[src/rtl/core_regfile_mp.sv]
// Purpose : CPU core register file: GP registers, PC, constants, latched bus input.
// Latency : reads are combinational (0 cycles); writes/PC/BUS update on the next rising edge.
// Backpressure: BUS uses a bus_valid/bus_consume handshake; stall flags a read of an empty BUS.
//
// Ports:
//   clk, rst               clock; synchronous active-high reset
//   addr_a/data_a          read port A (combinational)
//   addr_b/data_b          read port B (combinational)
//   addr_w/data_w/we       write port, applied at the rising edge
//   pc_inc/pc_branch       PC advance by 1 / by signed pc_offset
//   pc_default             PC value loaded during reset
//   pc_out                 current PC
//   bus_datain/bus_fromin  bus capture into the BUS register
//   bus_consume            consumer accepts the BUS value this cycle
//   bus_valid/stall        BUS occupancy; read-of-empty-BUS indication
//   mon_out                debug view of gp[MON_IDX]
module core_regfile_mp #(
  parameter int DATA_W  = 16,
  parameter int NUM_GP  = 11,
  parameter int ADDR_W  = $clog2(NUM_GP + 5),
  parameter int BYPASS  = 1,
  parameter int MON_IDX = 7
) (
  input  logic              clk,
  input  logic              rst,
  input  logic [ADDR_W-1:0] addr_a,
  input  logic [ADDR_W-1:0] addr_b,
  output logic [DATA_W-1:0] data_a,
  output logic [DATA_W-1:0] data_b,
  input  logic [ADDR_W-1:0] addr_w,
  input  logic [DATA_W-1:0] data_w,
  input  logic              we,
  input  logic              pc_inc,
  input  logic              pc_branch,
  input  logic [DATA_W-1:0] pc_offset,
  input  logic [DATA_W-1:0] pc_default,
  output logic [DATA_W-1:0] pc_out,
  input  logic [DATA_W-1:0] bus_datain,
  input  logic              bus_fromin,
  input  logic              bus_consume,
  output logic              bus_valid,
  output logic              stall,
  output logic [DATA_W-1:0] mon_out
);

  // Address map. Everything above the GP range is a fixed slot.
  localparam logic [ADDR_W-1:0] A_PC   = ADDR_W'(NUM_GP);
  localparam logic [ADDR_W-1:0] A_ZERO = ADDR_W'(NUM_GP + 1);
  localparam logic [ADDR_W-1:0] A_ONE  = ADDR_W'(NUM_GP + 2);
  localparam logic [ADDR_W-1:0] A_ONES = ADDR_W'(NUM_GP + 3);
  localparam logic [ADDR_W-1:0] A_BUS  = ADDR_W'(NUM_GP + 4);

  logic [DATA_W-1:0] gp [NUM_GP];
  logic [DATA_W-1:0] pc;
  logic [DATA_W-1:0] bus_reg;
  logic              bus_vld;

  logic wr_gp;
  logic wr_pc;

  assign wr_gp = we && (addr_w < A_PC);
  assign wr_pc = we && (addr_w == A_PC);

  // ------------------------------------------------------------------
  // General-purpose registers
  // ------------------------------------------------------------------
  always_ff @(posedge clk) begin
    if (rst) begin
      for (int i = 0; i < NUM_GP; i++) begin
        gp[i] <= '0;
      end
    end else if (wr_gp) begin
      gp[addr_w] <= data_w;
    end
  end

  // ------------------------------------------------------------------
  // Program counter. An explicit write beats branch, branch beats
  // increment; arithmetic wraps at DATA_W bits.
  // ------------------------------------------------------------------
  always_ff @(posedge clk) begin
    if (rst) begin
      pc <= pc_default;
    end else if (wr_pc) begin
      pc <= data_w;
    end else if (pc_branch) begin
      pc <= pc + pc_offset;
    end else if (pc_inc) begin
      pc <= pc + DATA_W'(1);
    end
  end

  // ------------------------------------------------------------------
  // BUS input register. A capture always wins over a consume, so a
  // simultaneous capture/consume leaves fresh data valid.
  // ------------------------------------------------------------------
  always_ff @(posedge clk) begin
    if (rst) begin
      bus_reg <= '0;
      bus_vld <= 1'b0;
    end else if (bus_fromin) begin
      bus_reg <= bus_datain;
      bus_vld <= 1'b1;
    end else if (bus_consume) begin
      bus_vld <= 1'b0;
    end
  end

  // ------------------------------------------------------------------
  // Read ports. Both ports share one decoder body instantiated twice.
  // Only GP and PC slots are forwardable; constants and BUS always read
  // their own value. PC arithmetic updates are never forwarded.
  // ------------------------------------------------------------------
  logic [ADDR_W-1:0] rd_addr [2];
  logic [DATA_W-1:0] rd_data [2];

  assign rd_addr[0] = addr_a;
  assign rd_addr[1] = addr_b;

  for (genvar p = 0; p < 2; p++) begin : g_rd
    logic fwd;

    assign fwd = (BYPASS != 0) && we && (rd_addr[p] == addr_w) && (rd_addr[p] <= A_PC);

    always_comb begin
      rd_data[p] = '0;
      if (fwd) begin
        rd_data[p] = data_w;
      end else if (rd_addr[p] < A_PC) begin
        rd_data[p] = gp[rd_addr[p]];
      end else if (rd_addr[p] == A_PC) begin
        rd_data[p] = pc;
      end else if (rd_addr[p] == A_ZERO) begin
        rd_data[p] = '0;
      end else if (rd_addr[p] == A_ONE) begin
        rd_data[p] = DATA_W'(1);
      end else if (rd_addr[p] == A_ONES) begin
        rd_data[p] = '1;
      end else if (rd_addr[p] == A_BUS) begin
        // Stale contents are returned while empty; stall tells the reader.
        rd_data[p] = bus_reg;
      end
    end
  end

  assign data_a    = rd_data[0];
  assign data_b    = rd_data[1];
  assign pc_out    = pc;
  assign bus_valid = bus_vld;
  assign stall     = ((addr_a == A_BUS) || (addr_b == A_BUS)) && !bus_vld;
  assign mon_out   = gp[MON_IDX];

endmodule

[config.mk]
export PLATFORM = sky130hd
export DESIGN_NAME = core_regfile_mp
export DESIGN_NICKNAME = d
export VERILOG_FILES = /design/src/rtl/core_regfile_mp.sv
export SDC_FILE = /design/constraint.sdc
export NUM_CORES = 1
export LEC_CHECK = 0
export CORE_MARGIN = 2
export CORE_UTILIZATION = 48
export DETAILED_ROUTE_END_ITERATION = 8
export PLACE_DENSITY = 0.75
export SLEW_MARGIN = 20
export SYNTH_ARGS = -nofsm -noshare
export SYNTH_HDL_FRONTEND = slang
export SYNTH_SLANG_ARGS = --single-unit
[constraint.sdc]
create_clock -name clk -period 2.7 [get_ports clk]
set_input_delay 0.405 -clock clk [delete_from_list [all_inputs] [get_ports clk]]
set_output_delay 0.405 -clock clk [all_outputs]
set_load 0.1 [all_outputs]
==> impl_summary.md, run 1 <==
Run status
The flow ran to the end, and the final reports show no timing, DRC or antenna violations.

Yosys
The number of enable flip-flop cells after synthesis is 176. The most frequent cell after synthesis is nor2_1. Synthesis instantiated 60 different standard cells from the library. The average instance in the mapped netlist occupies 10.7 sq um. Summed over all instances, the cell type with the most area after synthesis is edfxtp_1.

The share of Yosys cell area claimed by the top area cell type is 0.427. The async set-reset flop share out of synthesis is 0. The sequential element share of the synthesized area is 0.480. The Yosys step of the flow raised 0 warnings. In the synthesized netlist, the number of instances is 1,159. The synthesized netlist occupies a cell area of 12,400 sq um. The commonest cells after synthesis are nor2_1, edfxtp_1, a21oi_1, nand2_1, mux4_2. The most used flip-flop cell after synthesis is edfxtp_1.

The synthesized design contains 209 register bits. Sorting the synthesized cells by area gives the leading types as edfxtp_1, mux4_2, nor2_1. The number of nets in the synthesized netlist is 1,258.

Detailed routing
The average via count per standard cell is 6.17. The number of routed nets with antenna violations is 0. The count of routing violations after the opening detailed-route iteration is 1,294. The total wire length after detailed routing is 40,600 um. For this run, design rule violations remaining after detail routing come to 0. Dividing the detail-routed wire length by the instance count gives 23.6 um.

The vias after detailed routing is 10,600. The number of search-and-repair iterations in the first detailed-routing pass is 6.

CTS
The later pin in the worst-skew pair is clocked with a latency of 0.50 ns. The cell sitting at the root of the clock tree is a clkbuf_16. The total CTS buffers is 22. In this run the number of H-tree levels came out at 1. The number of hold buffers added after CTS was 0. The post-CTS clock slew at the launch and capture registers of the worst setup and hold paths is 0.06 ns. The TritonCTS clock tree is built. The maximum number of buffers from clock root to sink is 3. The clock drives 209 sinks.

STA
The number of slew-limit violations in the final report is 0. Of the available clock period, the critical path in the final layout requires 0.987. The final hold violation count is 0. Adding up every negative setup slack in the final design gives 0 ns. Hold is met by 0.255 ns. The pin slew with the least headroom to its limit is 0.553 ns. Derived from the worst setup path, the maximum achievable clock frequency is 0.375 GHz. The remaining max-slew budget at the tightest pin is 0.630. The final critical delay including setup and external delays is 2.67 ns. Across the routed clock network, the largest skew measured is 0.00356 ns. Setup violations remaining at the end of the flow were counted as 0.

Min path
The worst hold path begins at rst. In this run the worst hold path is classified as input pin to flop.

GRT
For this run, the total global-route usage over all layers was measured as 0.298. The overflow left after global routing is 0. The number of antenna violations at the first check in global routing came to 2.

The pin count of the biggest net entering global routing is 53. The first global-routing pass estimated 60,800 um of wire. The via count of the first global-routing pass is 10,700.

Placement
The congestion estimate from routability-driven global placement came to 0.914. The HPWL after detailed placement is 29,000 um. Once placement finished, the instance area stood at 15,400 sq um. The number of I/O port buffers is 148.

Floorplan
The floorplan die width is 165 um. The core box area is 25,300 sq um. The die is 165 um tall. The initial core utilization is 0.491. The I/O pin count is 149. The floorplan has 58 rows. The floorplan step defined a die boundary enclosing 27,100 sq um.

Cells and area
The number of antenna cells inserted is 0. For this run, the post-layout net count is 1,472. With fillers left out, the area of the finished cells amounts to 16,400 sq um. Compared with the post-synthesis result, the final layout area differs by 32.0%.

The share of cells above drive strength 1 is 0.255. The layout has 1,890 filler cells. The number of flip-flops under the largest register name is 176.

Critical path
Data on the critical path arrives at its endpoint at 2.26 ns. Of all nets on the critical path, the largest fanout is 3. The reg-to-reg critical path startpoint is pc_out[1]. For this design, the slowest cell found on the critical path is mux4_2. Walking the worst path, the cells encountered are buf_4 > mux4_2 > nand2_1 > nand3b_1 > a22o_1 > buf_12. STA puts the critical path data required time at 2.30 ns. The classification of the worst setup path is flop to primary output. The delay contributed by the slowest stage of the critical path is 0.49 ns. The number of buffers and inverters on the critical path is 2. The most critical setup path has its startpoint at pc_out[10]. The worst setup path is launched from a flop. On the critical path the largest part of the delay comes from multiplexers.

STA classifies the critical path endpoint as a primary output.

Job
Across the run, the number of max-cap violations was 0.

Power and ir drop
For this design the ratio of total power to cell area is 630 nW/um^2. The worst-case IR drop observed on VDD is 0.432 mV. The leakage power total is 6.19 nW. The total power consumption of the routed design is 10.3 mW.
[power by group]
group,switching [mW],total (mW),internal (mW)
clock,1.26,3.01,1.75
sequential,0.177,3.91,3.73
combinational,2.10,3.39,1.29
[repair_timing]
action	in CTS	in global routing
pin swaps	7	7
setup endpoints to repair	13	27
cloned	3	2
resized for setup	18	15
setup buffers	3	0
[metrics by stage]
step | setup slack (ns) | std cells | util
floorplan | -0.164 | 1159 | -
global placement | -0.316 | 1671 | 0.610
detailed placement | -0.326 | 1671 | 0.610
CTS | 0.0245 | 1716 | 0.644
global route | -0.0187 | 1718 | 0.648
finish | 0.0340 | 1718 | 0.648
[routing by layer]
metal,share of wire,global-route usage,up-vias
met5,0,0,-
met4,0.047,0.126,0
met3,0.11,0.0585,132
met2,0.47,0.488,710
met1,0.37,0.388,5072
li1,-,-,4693
[worst register-to-register path: stages (launching register included)]
cell,delay (ns)
edfxtp_1,0.54
fa_2,0.44
a21o_1,0.17
a31oi_1,0.25
o21ai_1,0.19
a311oi_1,0.35
xor2_1,0.18
a221oi_1,0.09
[layout by cell type, fill, tap and decap left out, drive strengths merged, types with 3 or more instances in the layout]
cell type / count
a211oi: 4
a21o: 6
a21oi: 137
a22o: 13
a2bb2oi: 3
a31oi: 3
and2: 15
and3: 3
buf: 209
clkbuf: 27
clkdlybuf4s50: 69
clkinv: 8
clkinvlp: 6
dfxtp: 33
dlygate4sd2: 5
dlymetal6s2s: 3
edfxtp: 176
ha: 15
inv: 36
mux2i: 36
mux4: 80
nand2: 93
nand2b: 7
nand3: 11
nand3b: 13
nand4: 4
nor2: 218
nor2b: 25
nor3: 7
o211ai: 3
o21a: 4
o21ai: 50
o22a: 9
o32a: 14
xnor2: 6
xor2: 7
[logic make-up (layout without fill, tap and decap cells)]
group / count (synthesis) / after routing / share of synthesized area
XOR/XNOR: 13 / 13 / 0.00919
AO/OA/AOI/OAI: 266 / 266 / 0.131
AND/OR/NAND/NOR: 402 / 402 / 0.141
adder cells (fa/ha/maj): 16 / 16 / 0.0168
flip-flops: 209 / 209 / 0.480
multiplexers: 116 / 116 / 0.175
buffers and inverters: 137 / 366 / 0.0477
[final timing paths]
kind                end  slack [ns]  cells past startpoint
max reg2reg  pc_out[12]        0.23                      7
min reg2reg  bus_reg[6]        0.50                      2
min           gp[10][5]        0.25                      2
max          data_b[10]        0.03                      6
[final cells by class]
type | count | area [sq um] | share of cell area
well taps | 330 | 413 | 0.0252
flip-flops and latches | 209 | 5950 | 0.364
clock inverters | 14 | 133 | 0.00811
clock buffers | 25 | 583 | 0.0357
repair buffers | 289 | 3150 | 0.193
inverters | 38 | 145 | 0.00887
multi-input cells | 813 | 5980 | 0.366
Note: power is estimated with default switching activity, not from simulation.
==> inputs of run 2 (changes only) <==
--- a/config.mk
+++ b/config.mk
@@ -7,6 +7,7 @@
 export LEC_CHECK = 0
 export CORE_MARGIN = 2
 export CORE_UTILIZATION = 48
+export CTS_CLUSTER_SIZE = 24
 export DETAILED_ROUTE_END_ITERATION = 8
 export PLACE_DENSITY = 0.75
 export SLEW_MARGIN = 20
==> results of run 2 <==
The final DEF is identical to that of run 1; final timing and power are the same.
